==> config.mk <==
export PLATFORM = sky130hd
export DESIGN_NAME = bch15_7_5_encode
export DESIGN_NICKNAME = d
export VERILOG_FILES = /design/src/rtl/bch15_7_5_encode.sv
export SDC_FILE = /design/constraint.sdc
export NUM_CORES = 1
export LEC_CHECK = 0
export ABC_AREA = 1
export CAP_MARGIN = 25
export CORE_ASPECT_RATIO = 0.5
export CORE_MARGIN = 8
export CORE_UTILIZATION = 56
export CTS_CLUSTER_DIAMETER = 30
export CTS_CLUSTER_SIZE = 20
export DETAILED_ROUTE_END_ITERATION = 8
export GPL_TIMING_DRIVEN = 0
export PLACE_DENSITY = 0.81
export SKIP_LAST_GASP = 1
export SLEW_MARGIN = 15
export SYNTH_ARGS = -nofsm -noshare
export SYNTH_HDL_FRONTEND = slang
export SYNTH_SLANG_ARGS = --single-unit
==> constraint.sdc <==
create_clock -name clk -period 4.65 [get_ports clk]
set_clock_uncertainty 0.1 [all_clocks]
set_input_delay 0.465 -clock clk [delete_from_list [all_inputs] [get_ports clk]]
set_output_delay 0.465 -clock clk [all_outputs]
set_load 0.005 [all_outputs]
==> src/rtl/bch15_7_5_encode.sv <==
// Systematic BCH(15,7,5) serial encoder.
// A 7-bit message is captured in parallel. It is sent MSB first, and 8 parity
// bits generated by an LFSR for g(x) = x^8 + x^7 + x^6 + x^4 + 1 follow it.
// A short HOLD tail keeps the channel owned after the last parity bit, and
// done pulses in the first cycle of that tail.
module bch15_7_5_encode #(
    parameter int HOLD = 2          // tail cycles after last parity bit, 1..16
) (
    input  logic        clk,
    input  logic        rst_n,
    input  logic        start,
    input  logic [6:0]  inw,
    input  logic        ostall,
    output logic        bsy,
    output logic        obit,
    output logic        ovalid,
    output logic        done,
    output logic [14:0] cw
);

    typedef enum logic [1:0] {
        S_IDLE = 2'd0,
        S_MSG  = 2'd1,
        S_PAR  = 2'd2,
        S_HOLD = 2'd3
    } state_t;

    localparam logic [3:0] MSG_LAST  = 4'd6;
    localparam logic [3:0] PAR_LAST  = 4'd7;
    localparam logic [3:0] HOLD_LAST = 4'(HOLD - 1);
    localparam logic [7:0] G_TAPS    = 8'hD1;   // g(x) without the x^8 term

    state_t      state;
    logic [6:0]  msg;
    logic [7:0]  lfsr;
    logic [3:0]  cnt;

    // One step of the division LFSR. In the parity phase the bit being sent
    // is lfsr[7] itself, so the feedback cancels and the register simply
    // shifts out the remainder. This lets both phases share one step.
    function automatic logic [7:0] lfsr_step(input logic [7:0] cur, input logic din);
        logic fb;
        fb = din ^ cur[7];
        return {cur[6:0], 1'b0} ^ (fb ? G_TAPS : 8'h00);
    endfunction

    // Serial outputs decode directly from registered state, so they stay
    // steady through a stall without any extra holding logic.
    always_comb begin
        bsy    = 1'b0;
        ovalid = 1'b0;
        obit   = 1'b0;
        done   = 1'b0;
        case (state)
            S_MSG: begin
                bsy    = 1'b1;
                ovalid = 1'b1;
                obit   = msg[6];
            end
            S_PAR: begin
                bsy    = 1'b1;
                ovalid = 1'b1;
                obit   = lfsr[7];
            end
            S_HOLD: begin
                bsy    = 1'b1;
                done   = (cnt == 4'd0);
            end
            default: ;
        endcase
    end

    // Encoder FSM: capture the message, shift the message bits, shift the
    // parity bits, then hold the channel for the tail before going idle.
    always_ff @(posedge clk or negedge rst_n) begin
        if (!rst_n) begin
            state <= S_IDLE;
            msg   <= '0;
            lfsr  <= '0;
            cnt   <= '0;
            cw    <= '0;
        end else begin
            case (state)
                S_IDLE: begin
                    if (start) begin
                        msg   <= inw;
                        lfsr  <= '0;
                        cnt   <= '0;
                        state <= S_MSG;
                    end
                end
                S_MSG: begin
                    if (!ostall) begin
                        lfsr <= lfsr_step(lfsr, obit);
                        msg  <= {msg[5:0], 1'b0};
                        cw   <= {cw[13:0], obit};
                        if (cnt == MSG_LAST) begin
                            cnt   <= '0;
                            state <= S_PAR;
                        end else begin
                            cnt <= cnt + 4'd1;
                        end
                    end
                end
                S_PAR: begin
                    if (!ostall) begin
                        lfsr <= lfsr_step(lfsr, obit);
                        cw   <= {cw[13:0], obit};
                        if (cnt == PAR_LAST) begin
                            cnt   <= '0;
                            state <= S_HOLD;
                        end else begin
                            cnt <= cnt + 4'd1;
                        end
                    end
                end
                S_HOLD: begin
                    if (cnt == HOLD_LAST) begin
                        cnt   <= '0;
                        state <= S_IDLE;
                    end else begin
                        cnt <= cnt + 4'd1;
                    end
                end
                default: state <= S_IDLE;
            endcase
        end
    end

endmodule

======== Word level (Yosys, flattened, before mapping) ========
Index checks and enable logic that the tools add are counted.
storage, ports and cells
  logic and storage cells ................. 58
  input port bits ......................... 11
  bits in registers ....................... 36
  output and inout port bits .............. 19
operators by class
  multiplexer cells ....................... 25
  reductions and logical operators ........ 11
  eq/ne operators ......................... 13
  $add $sub $neg .......................... 1
  bitwise gates (word level) .............. 3
operators with widths
  kind                                                  count
  2-to-1 mux 4 bit                                      6
  2-to-1 mux 8 bit                                      3
  one-hot mux 4 bit (4 select lines)                    1
  one-hot mux 8 bit (2 select lines)                    1
  2-to-1 mux 7 bit                                      2
  != test 2 bit (second input constant)                 7
  one-hot mux 7 bit (2 select lines)                    1
  2-to-1 mux 2 bit                                      6
  AND reduction 3 bit                                   3
  equality test 4 x 3 -> 1 bit (second input constant)  2
  one-hot mux 2 bit (4 select lines)                    1
  bitwise XOR 8 bit                                     1
  AND reduction 6 bit                                   1
  adder 4 x 1 -> 4 bit (second input constant)          1
  equality test 2 bit (second input constant)           2
  equality test 4 x 1 -> 1 bit (second input constant)  1
  zero test 4 bit                                       1
  nonzero test 2 bit                                    2
  2-to-1 mux 1 bit                                      3
  OR reduction 3 bit                                    1
  equality test 2 x 1 -> 1 bit (second input constant)  1
  zero test 2 bit                                       1
  one-hot mux 1 bit (2 select lines)                    1
  AND reduction 2 bit                                   1
  3 further kinds                                       3

======== Depth between registers and ports, before layout ========
Gate-level depths: netlist (run 1).
  depth in word-level cells ............... 7
  mapped depth ............................ 10
  mapped depth without buffers ............ 9

======== Least setup slack after synthesis (run 1) ========
Ideal clock, no wire load.
  path kind ............................... reg2reg
  start ................................... register state[0]
  end ..................................... register lfsr[7]
  path buffers ............................ 2
  period minus slack after synthesis ...... 1803 ps
  arrival time ............................ 1585 ps
  stages on the path, launching flop included .. 11
  slack ................................... 2847 ps
  library setup time ...................... 117 ps
  required time ........................... 4433 ps
  path through ............................ dfrtp_1 > inv_1 > ha_1 > buf_4 > inv_2 > or2_1 > buf_6 > a21oi_4 > inv_2 > nand2_1 > nand2_1
on the way
  longest elaborated chain between the ends .. 7
  elaborated cells on any way between the ends .. 14
  classes of those cells .................. eq/ne: 4; mux: 4; bitwise: 2; reduce/logical: 4
ends and longest elaborated chain
  what                                                                 line     RTL
  from (decl)                                                          33       state_t state;
  from (signal assigned)                                               77       state <= S_IDLE;
  from (signal assigned)                                               89       state <= S_MSG;
  from (signal assigned)                                               99       state <= S_PAR;
  equality test 2 bit or equality test 2 x 1 -> 1 bit (tied branches)  54, 83
  one-hot mux 1 bit (2 select lines)                                   54       case (state)
  bitwise XOR 1 bit                                                    43       fb = din ^ cur[7];
  2-to-1 mux 8 bit                                                     44       return {cur[6:0], 1'b0} ^ (fb ? G_TAPS : 8'h00);
  bitwise XOR 8 bit                                                    44
  2-to-1 mux 8 bit                                                     93, 106
  one-hot mux 8 bit (2 select lines)                                   83       case (state)
  to (signal assigned)                                                 94       lfsr <= lfsr_step(lfsr, obit);
  to (signal assigned)                                                 107      lfsr <= lfsr_step(lfsr, obit);
  to (decl)                                                            35       logic [7:0] lfsr;
Several ways; a longest one is shown, not always the timed one. The select of a mux whose other input is x is not followed.
A chain may end at the register's enable or synchronous reset.

======== Worst setup path in the final report (run 1) ========
  start ................................... register state[1]
  end ..................................... output obit
on the way
  longest elaborated chain between the ends .. 2
  elaborated cells on any way between the ends .. 3
  classes of those cells .................. eq/ne: 2; mux: 1
ends and longest elaborated chain
  what                                                                 line  RTL
  equality test 2 bit or equality test 2 x 1 -> 1 bit (tied branches)  54
  one-hot mux 1 bit (2 select lines) *                                 54
  to (decl)                                                            15    output logic obit,
Every way passes the cells marked *; elsewhere a longest branch is shown, timed or not.

==> flow_metrics.tcl, run 1 <==
set metrics [dict create \
    swShare_pct 39.47 \
    layout_commonest_cell "nand2_1" \
    wl_um 3956 \
    synthXorXnorAreaFrac_pct 0.4875 \
    cts_made_buffers 5 \
    syn_inst 214 \
    clockRootBuffer "clkbuf_8" \
    ant_nets 0 \
    syn_avg_cell_area_sq_um 8.396 \
    synth_top_family_by_area "simple AND/OR/NAND/NOR gates" \
    ys_ff_latch 36 \
    yosysWarnings 0 \
    syn_area_sq_um 1797 \
    yosysUniqueCellTypes 25 \
    rsz0062_at_grt "no" \
    final-setup-viol-count 0 \
    via_per_inst 5.195 \
    async_reset_ff_share_pct 100.0 \
    period_share_pct 54.58 \
    synthAdderAreaFrac_pct 6.267 \
    wl_per_cell_um 13.50 \
    start_util_pct 59.29 \
    setup_tns_ns 0 \
    tritoncts "done" \
    nFillCells 226 \
    grt_pass1_vias 1407 \
    cts-htree-levels 2 \
    clk_latency_ns 0.29 \
    grt_max_degree 33 \
    place_hpwl_um 2843 \
    synth_nets 234 \
    die_y_um 56.06 \
    worstSetupStartpointType "register" \
    synthMuxAreaShare_pct 0 \
    r2r-start "state[0]" \
    drcViolationCount 0 \
    min_period_ns 2.538 \
    min_from "lfsr[0]" \
    multi_input_area_sq_um 729.5 \
    p_int_mw 1.022 \
    status "complete, no violations" \
    fp.dieW_um 96.11 \
    path_max_fanout 8 \
    grt_use_total_pct 15.15 \
    grt_pass1_wl_um 6423 \
    cts_resized 0 \
    fp.dieArea_sq_um 5387 \
    cts_hold_buf 1 \
    ys_seq_area_share_pct 50.14 \
    layout.nets 272 \
    ff_latch_area_sq_um 900.9 \
    clock-sinks 36 \
    clk_path_buf_depth 2 \
    max_slew_margin_pct 70.99 \
    antenna_found_initial 0 \
    startpoint "state[1]" \
    core_sq_um 3030 \
    required_ns 4.09 \
    antenna_cells 0 \
    final_cell_mix "51 x nand2_1, 36 x dfrtp_1, 29 x inv_1" \
    clockPowerShare_pct 17.8 \
    fin_util_pct 75.52 \
    setup.worst_path.class "reg -> out" \
    synth_compound_area_share_pct 11.91 \
    endpoint_kind "output port" \
    drtIter0Drc 89 \
    p_sw_mw 0.6662 \
    hold_viol 0 \
    drive_gt1_share_pct 8.696 \
    rows 14 \
    hp-class "reg -> reg" \
    maxCapViolCount 0 \
    routed-via-count 1522 \
    worstPathArrival_ns 1.97 \
    synth-edff-count 0 \
    synth-simple-area-share_pct 21.94 \
    syn_to_final_growth_pct 27.37 \
    comb_power_share_pct 50.3 \
    timing.fmax_mhz 394.0 \
    power_density_nw_per_um2 737.6 \
    first_pass_iters 4 \
    ir_drop_uv 435.3 \
    slew_viol_final 0 \
    io_pins 30 \
    worst_slew_pin_slew_ns 0.4318 \
    port_buffers 29 \
    gr-total-overflow 0 \
    clk_pin_slew_ns 0.07 \
    routabilityCongestion 0.8838 \
    power_frac_seq_pct 31.9 \
    yosys_most_used_dff "dfrtp_1" \
    post_cts_buffers 0 \
    p_leak_nw 1.134 \
]
-- cells by family (layout without fill, tap and decap cells) --
group	after synthesis	in the layout
AOI/OAI and AO/OA	37	37
DFF	36	36
xor gates and xnor gates	1	1
and+or+nand+nor	92	92
adders and majority gates	9	9
buffers and inverters	39	78
-- per-stage QoR --
stage               total power, mW  instances  hold WS (ns)  area [sq um]  worst slack [ns]
floorplan                     1.054        214       0.06941          1797             2.847
global placement              1.345        283        0.3542          2137             2.264
detailed placement            1.385        284        0.1963          2152             2.420
CTS                           1.696        293        0.3810          2288             2.104
global route                  1.831        293        0.4110          2288             1.931
finish                        1.688        293        0.3888          2288             2.112
-- critical path: stages (launching register included) --
cell and delay, ns:
dfrtp_1 0.41, inv_1 0.11, ha_1 0.15, buf_2 0.18, nand2_1 0.08, nand2_1 0.10, nand2_1 0.10, inv_1 0.06
clkdlybuf4s50_1 0.49
-- metal layers --
layer	share of wire, %	vias up	track usage [%]
met3	6.0	2	4.980
met1	46	724	18.59
met4	0.48	0	4.555
met2	47	39	24.40
li1	-	757	-
met5	0	-	0
-- state kept, by name, summed over array words and instances (netlist names) --
signal	cells
cnt	4
cw	15
lfsr	8
msg	7
state	2
-- power groups by stage --
stage,Sequential (mW),Combinational (mW),Clock [mW]
2_1_floorplan,0.535,0.519,0
3_3_place_gp,0.536,0.809,0
3_5_place_dp,0.543,0.842,0
4_1_cts,0.539,0.855,0.303
5_1_grt,0.558,0.955,0.318
6_report,0.538,0.850,0.300
-- path summary, 6_finish.rpt --
kind	endpoint	slack, ns	cells past startpoint
worst max-delay path	obit	2.11	8
worst min-delay path	lfsr[0]	0.39	2
worst max register to register	lfsr[1]	2.64	10
worst min register to register	lfsr[0]	0.39	2
max in group asynchronous	cnt[1]	3.63	3
min in group asynchronous	cw[13]	0.43	2
-- synth_stat cells, types with 2 or more instances --
cell,n,area [sq um]
nand2_1,51,191.4
dfrtp_1,36,900.9
inv_1,29,108.9
nand3_1,25,125.1
o21ai_0,20,100.1
ha_1,9,112.6
nor2_1,9,33.78
a21oi_1,8,40.04
o211ai_1,5,37.54
buf_2,4,20.02
buf_4,2,15.01
inv_2,2,7.510
nor2_2,2,12.51
-- cell type report --
type,count,share of cell area (%)
multi-input combinational,139,31.88
sequential,36,39.37
clock buffer,7,4.210
timing repair buffer,31,13.78
tap,40,2.187
buffer,8,2.187
clock inverter,1,1.312
inverter,31,5.085
Power figures use the tool's default switching activity.
==> inputs of run 2 (changes only) <==
Settings changed: CORE_UTILIZATION 56 to 47, PLACE_DENSITY 0.81 to 0.73.
Clock period 4.65 ns to 2.2 ns, I/O delays scaled along.
==> flow_metrics.tcl, run 2 (same netlist as run 1, synthesis figures left out) <==
set metrics [dict create \
    status "complete, no violations" \
    maxCapViolCount 0 \
    tritoncts "done" \
    cp_cell_sequence "buf_4 -> ha_1 -> buf_4 -> nand2_1 -> nand2_1 -> nand2_2 -> inv_1 -> dlygate4sd2_1" \
    p_sw_mw 1.388 \
    fp.dieArea_sq_um 6177 \
    clock-sinks 36 \
    layout_commonest_cell "nand2_1" \
    required_ns 1.88 \
    clk_pin_slew_ns 0.07 \
    syn_to_final_growth_pct 28.34 \
    critical-path-max-stage-delay_ns 0.42 \
    setup_tns_ns 0 \
    setup.worst_path.class "reg -> out" \
    clk_latency_ns 0.29 \
    nFillCells 316 \
    path_max_fanout 8 \
    placed_area_sq_um 2170 \
    slowest_stage "dfrtp_1" \
    worstSetupStartpointType "register" \
    grt_max_degree 32 \
    drtIter0Drc 54 \
    die_y_um 59.72 \
    grt_pass1_wl_um 5816 \
    worstPathArrival_ns 1.73 \
    reg2reg_depth 10 \
    rsz0062_at_grt "no" \
    p_leak_nw 1.137 \
    final_cell_mix "50 x nand2_1, 36 x dfrtp_1, 28 x inv_1" \
    antenna_found_initial 0 \
    drive_gt1_share_pct 10.94 \
    gr-total-overflow 0 \
    final-setup-viol-count 0 \
    hp-class "in -> async" \
    ir_drop_uv 823.6 \
    layout.nets 275 \
    fp.dieW_um 103.4 \
    fin_area_sq_um 2306 \
    routed-via-count 1432 \
    start_util_pct 47.49 \
    dp.cells 298 \
    fin_util_pct 60.95 \
    power_density_nw_per_um2 1485 \
    antenna_cells 0 \
    top_register "cw" \
    largestRegisters "cw (15), lfsr (8), msg (7)" \
    slew_viol_final 0 \
    power_frac_seq_pct 33.0 \
    via_per_inst 4.619 \
    port_buffers 29 \
    drcViolationCount 0 \
    hold_viol 0 \
    grt_use_total_pct 12.33 \
    clk_path_buf_depth 2 \
    core_sq_um 3784 \
    timing.fmax_mhz 488.9 \
    cts-htree-levels 2 \
    place_hpwl_um 2767 \
    clockRootBuffer "clkbuf_8" \
    routabilityCongestion 0.8681 \
    io_pins 30 \
    layoutNonFillerInstCount 310 \
    max_slew_margin_pct 75.93 \
    min_period_ns 2.046 \
    grt_pass1_vias 1268 \
    rows 16 \
    ant_nets 0 \
    clockPowerShare_pct 13.3 \
    largest_reg_flops 15 \
    endpoint_kind "output port" \
    first_pass_iters 4 \
    swShare_pct 40.55 \
    period_share_pct 92.98 \
    wl_per_cell_um 11.49 \
    worst_slew_pin_slew_ns 0.3584 \
    cts_made_buffers 5 \
    wl_um 3562 \
    p_int_mw 2.035 \
    comb_power_share_pct 53.7 \
]
run 2: changes by cell type in the layout (fill, tap and decap cells not counted), sizes merged:
cell | before | now
clkbuf | 8 | 6
bufinv | 1 | 0
buf | 9 | 12
dlygate4sd2 | 0 | 1
clkinv | 0 | 3
clkdlybuf4s50 | 28 | 27
run 2: through the flow:
stage                     total power [mW]  worst slack [ns]  hold slack (ns)
after floorplan                      2.227            0.3972          -0.1756
final                                3.423            0.1545           0.1992
after global placement               2.887          0.001781           0.3612
after detailed placement             2.922            0.1502         -0.03533
after CTS                            3.463            0.1375           0.1935
after global routing                 3.747           0.04059           0.2058
run 2: critical path, delay by kind of cell (launching register included):
family	cells	cell delay, ns
fa+ha+maj	1	0.19
simple gates	3	0.24
flops	1	0.42
buf+inv	4	0.60
run 2: path summary, 6_finish.rpt:
check / endpoint / from / slack [ns]
min in group clk: lfsr[4] / lfsr[4] / 0.38
worst min register to register: lfsr[4] / lfsr[4] / 0.38
worst max register to register: lfsr[7] / state[0] / 0.21
worst min-delay path: msg[6] / rst_n / 0.20
max in group asynchronous: lfsr[7] / rst_n / 1.40
worst max-delay path: obit / state[0] / 0.15
run 2: power groups by stage:
stage	logic, mW	registers, mW	clock network, mW
5_1_grt	2.09	1.16	0.495
3_3_place_gp	1.74	1.14	0
6_report	1.84	1.13	0.457
2_1_floorplan	1.10	1.13	0
4_1_cts	1.87	1.13	0.468
3_5_place_dp	1.78	1.15	0
run 2: timing repair:
action / CTS / global route
setup buffers: 3 / 0
hold buffers: 1 / 0
setup endpoints to repair: 1 / 0
gates resized for setup: 5 / 0
hold endpoints to repair: 36 / 0
run 2: area by class of cell:
cell class	count	area (sq um)	area share (%)
buffer	8	52.55	2.279
clock buffer	5	68.82	2.984
clock inverter	3	18.77	0.8139
inverter	31	116.4	5.046
multi-input combinational	139	744.5	32.28
sequential	36	900.9	39.07
tap	54	67.56	2.930
timing repair buffer	34	336.6	14.60
run 2: layer usage:
metal / wire length (um) / track usage [%] / vias to the layer above
li1: - / - / 766
met1: 1991 / 18.92 / 628
met2: 1245 / 15.04 / 35
met3: 314 / 4.646 / 3
met4: 10 / 3.055 / 0
met5: 0 / 0 / -
